`src/rtl/downcounter.sv`:
```
// downcounter: loadable N-bit down counter / interval timer.
//
// Counts from a loaded value toward zero, one step per enabled cycle while
// running. Raises a one-cycle terminal-count pulse on each expiry. In one-shot
// mode it then parks at zero with a sticky done flag. In auto-reload mode it
// restarts from the loaded value.
//
// State table
//   state | meaning
//   IDLE  | no count in progress; q holds 0; en ignored
//   RUN   | counting down on en; busy=1
//   DONE  | one-shot count expired; q holds 0; done=1; en ignored
//
// Ports
//   clk    in   system clock, rising edge
//   reset  in   synchronous active-high reset
//   en     in   count enable
//   load   in   load strobe (captures d and mode, starts a new count)
//   d      in   [N-1:0] load value
//   mode   in   0 = one-shot, 1 = auto-reload (latched on load)
//   q      out  [N-1:0] current count, registered
//   tc     out  terminal-count pulse, registered
//   busy   out  high while in RUN
//   done   out  sticky one-shot expiry flag
module downcounter #(
  parameter int N = 4
) (
  input  logic         clk,
  input  logic         reset,
  input  logic         en,
  input  logic         load,
  input  logic [N-1:0] d,
  input  logic         mode,
  output logic [N-1:0] q,
  output logic         tc,
  output logic         busy,
  output logic         done
);

  typedef enum logic [1:0] {
    IDLE = 2'd0,
    RUN  = 2'd1,
    DONE = 2'd2
  } state_t;

  localparam logic [N-1:0] ONE = {{(N-1){1'b0}}, 1'b1};

  state_t       state;
  logic [N-1:0] reload;
  logic         mode_r;

  always_ff @(posedge clk) begin
    if (reset) begin
      state  <= IDLE;
      q      <= '0;
      reload <= '0;
      mode_r <= 1'b0;
      tc     <= 1'b0;
      busy   <= 1'b0;
      done   <= 1'b0;
    end else if (load) begin
      // A load always wins over a coincident expiry, so no tc here.
      q      <= d;
      reload <= d;
      mode_r <= mode;
      tc     <= 1'b0;
      done   <= 1'b0;
      if (d != '0) begin
        state <= RUN;
        busy  <= 1'b1;
      end else begin
        state <= IDLE;
        busy  <= 1'b0;
      end
    end else begin
      tc <= 1'b0;
      case (state)
        RUN: begin
          if (q == '0) begin
            // Unreachable in normal operation; recover rather than wrap.
            state <= IDLE;
            busy  <= 1'b0;
          end else if (en) begin
            if (q == ONE) begin
              tc <= 1'b1;
              if (mode_r) begin
                // Reload directly so the period is exactly 'reload' cycles.
                q <= reload;
              end else begin
                q     <= '0;
                state <= DONE;
                busy  <= 1'b0;
                done  <= 1'b1;
              end
            end else begin
              q <= q - ONE;
            end
          end
        end
        IDLE: begin
          busy <= 1'b0;
          done <= 1'b0;
        end
        DONE: begin
          busy <= 1'b0;
          done <= 1'b1;
        end
        default: begin
          state <= IDLE;
          q     <= '0;
          busy  <= 1'b0;
          done  <= 1'b0;
        end
      endcase
    end
  end

endmodule
```
`config.mk`:
```
export PLATFORM = sky130hd
export DESIGN_NAME = downcounter
export DESIGN_NICKNAME = d
export VERILOG_FILES = /design/src/rtl/downcounter.sv
export SDC_FILE = /design/constraint.sdc
export NUM_CORES = 1
export LEC_CHECK = 0
export BUFFER_PORTS_ARGS = -buffer_cell sky130_fd_sc_hd__buf_4
export CAP_MARGIN = 15
export CORE_UTILIZATION = 40
export CTS_CLUSTER_DIAMETER = 40
export DETAILED_ROUTE_END_ITERATION = 12
export PLACE_DENSITY = 0.58
export SLEW_MARGIN = 5
export SYNTH_ARGS = -nofsm -noshare
export SYNTH_HDL_FRONTEND = slang
export SYNTH_SLANG_ARGS = --single-unit
```
`constraint.sdc`:
```
create_clock -name clk -period 2.3 [get_ports clk]
set_clock_uncertainty 0.1 [all_clocks]
set_input_delay 0.575 -clock clk [delete_from_list [all_inputs] [get_ports clk]]
set_output_delay 0.575 -clock clk [all_outputs]
set_load 0.02 [all_outputs]
```
==> results by group <==
Placed design
  – PortBufs: 15
  – Placed cells: 126
  – Placed Instance Area: 937.1 sq um
  – DP HPWL: 1285 um
  – Final GP Congestion: 0.7353

Synth
  – Commonest cells in the netlist: dfxtp_1, nor2_1, nand2_1
  – Synth Net Count: 104
  – Yosys top cell area share: 0.3451
  – Synth Flop Type: dfxtp_1
  – Yosys reg bits: 14
  – Seq/Total Area, Yosys: 0.3451
  – Synthesized cell area: 812.0 sq um
  – Gate Count Post-Synth: 89
  – Yosys top cell by area: dfxtp_1
  – Post-synth cell types: 33
  – Post-synth EDFFs: 0
  – Mean post-synth cell area: 9.124 sq um
  – Ys async rst share: 0
  – Synth Warn #: 0
  – Top post-synthesis cells by area: dfxtp_1, ha_1, a21oi_1
  – Most common cell in the synthesized netlist: dfxtp_1

Setup path
  – CP Class: reg -> reg
  – Slowest cell on crit path: a311oi_4
  – Worst-path cell chain: inv_1 -> ha_1 -> o21ba_2 -> a311oi_4 -> nor2_1 -> a311oi_2
  – Kind of start point of the critical path: flop
  – Endpoint kind of the worst setup timing path: flop
  – Crit-path max FO: 8
  – Worst Path Arrival: 1950 ps
  – Worst Path Required: 2400 ps
  – Worst path max stage delay: 440 ps

Clock tree
  – Setup Buffers After CTS: 0
  – Sink Count: 14
  – Deepest clock path buffer count: 2
  – Hold_buf cts: 0
  – Cts bufs inserted: 3
  – Root Buffer: clkbuf_4
  – Post-CTS sizing: 0
  – CTS tree: yes
  – H-tree depth: 1
  – Clk slew on worst S/H paths: 90 ps
  – Worst skew pair latency: 280 ps

Floorplan
  – Core Region: 1821 sq um
  – Starting Density: 0.4460
  – IO Pins: 16
  – Die X: 47.06 um
  – DIE HEIGHT: 47.06 um
  – Area of the die: 2214 sq um
  – Row count: 15

Cells and area
  – Layout Cells excl Fill: 130
  – Layout cells sized above 1: 0.2476
  – Final Core Density: 0.5347
  – Area delta synth->final: 19.88%
  – Finished Cell Area: 973.4 sq um
  – Nets@finish: 121
  – Antenna diodes: 0
  – Fill cell count: 178

Timing
  – Final hold vios: 0
  – Min Tclk post-route: 1853 ps
  – Max transition margin: 0.7112
  – Worst Max-Slew Pin Slew: 427.7 ps
  – Fin Setup TNS: 0 ps
  – Highest Clock Rate: 539.7 MHz
  – Final setup viols: 0
  – Period utilization: 0.8056
  – Pins Over Slew Limit: 0
  – RSZ-0062 raised after global routing: no

Global routing
  – Vias in the first global route: 631
  – First-pass GRT wire length: 2822 um
  – Initial antenna violation count: 0
  – Total global routing overflow: 0
  – GRT Util Overall: 0.1797
  – Largest net degree at the start of global routing: 17

Routing
  – Drt wl/cell: 12.55 um
  – DR vias: 682
  – Via-per-instance ratio: 5.246
  – Initial DRC Count: 24
  – Drt drc: 0
  – Drt total wl: 1631 um
  – DR pass1 iterations: 4
  – Routed Antenna Nets: 0

Outcome
  – Status: complete, no violations

Power and ir drop
  – Peak supply drop: 0.3732 mV
  – Final Total Pwr: 0.0006022 W
  – P_leak: 0.3971 nW
  – Cell Pwr Density: 618.6 nW/um^2

Run
  – Max-Cap Viols: 0

Hold path
  – Min-Delay Path Class: reg -> reg
-- state kept, by name, indices dropped and copies added, names as in the netlist --
| name | count |
|---|---|
| done | 1 |
| reload | 4 |
| busy | 1 |
| state | 2 |
| tc | 1 |
| mode_r | 1 |
| q | 4 |
-- metal layers --
metal	vias up	global-route usage	part of all wire
met5	-	0	0
met4	0	0.09714	0.0080
met3	2	0.02308	0.038
met2	21	0.2778	0.45
met1	308	0.2430	0.50
li1	351	-	-
-- cell usage in the layout, fill, tap and decap left out, types with 2 or more instances in the layout --
master     n
a21oi_1    7
dfxtp_1   14
buf_4     15
mux2i_1    2
nand2_1    8
a221oi_1   2
and3_1     2
inv_1      5
nor2_1     9
ha_1       6
clkbuf_4   3
o21ai_0    3
a311oi_1   3
nor2b_1    2
nand2b_1   5
-- layout make-up --
cell class                 instances  area, sq um  share of cell area
clock buffer                       4        36.28             0.03728
inverter                           5        18.77             0.01928
multi-input combinational         67        494.2              0.5077
sequential                        14        280.3              0.2879
tap                               25        31.28             0.03213
timing repair buffer              15        112.6              0.1157
-- through the flow --
| stage | hold WS, ps | worst slack [ps] |
|---|---|---|
| floorplan | 345.2 | 426.2 |
| global placement | 349.1 | 397.4 |
| detailed placement | 350.6 | 376.2 |
| CTS | 366.5 | 440.6 |
| global route | 401.6 | 296.2 |
| finish | 364.9 | 447.1 |
-- worst paths after layout --
check                   startpoint                end  slack (ps)  cells after the start
max          state[0]$_SDFFE_PP0P_  q[2]$_SDFFE_PP0P_         450                      6
max reg2reg  state[0]$_SDFFE_PP0P_  q[2]$_SDFFE_PP0P_         450                      6
min              busy$_SDFFE_PP0P_  busy$_SDFFE_PP0P_         360                      2
min reg2reg      busy$_SDFFE_PP0P_  busy$_SDFFE_PP0P_         360                      2
-- critical path, delay by kind of cell (launching register included) --
| family | cells | cell delay (ps) |
|---|---|---|
| AOI/OAI and AO/OA | 3 | 920 |
| adders and majority gates | 1 | 210 |
| buffers and inverters | 1 | 70 |
| DFF | 1 | 370 |
| and+or+nand+nor | 1 | 110 |
-- kinds of logic (layout without fill, tap and decap cells) --
| logic type | count (synthesis) | after routing | synth area share |
|---|---|---|---|
| mux | 2 | 2 | 0.02465 |
| flops | 14 | 14 | 0.3451 |
| compound gates | 25 | 25 | 0.2573 |
| xor+xnor | 1 | 1 | 0.01079 |
| buf+inv | 8 | 24 | 0.04623 |
| simple gates | 33 | 33 | 0.2234 |
| fa+ha+maj | 6 | 6 | 0.09245 |
-- where the power goes --
| part | leakage [nW] | internal (W) | switching (W) | total [W] |
|---|---|---|---|---|
| sequential | 0.115 | 0.000258 | 0.0000198 | 0.000278 |
| clock | 0.0210 | 0.0000962 | 0.0000780 | 0.000174 |
| combinational | 0.261 | 0.0000692 | 0.0000809 | 0.000150 |
| total | 0.397 | 0.000424 | 0.000179 | 0.000602 |
Note: power is estimated with default switching activity, not from simulation.
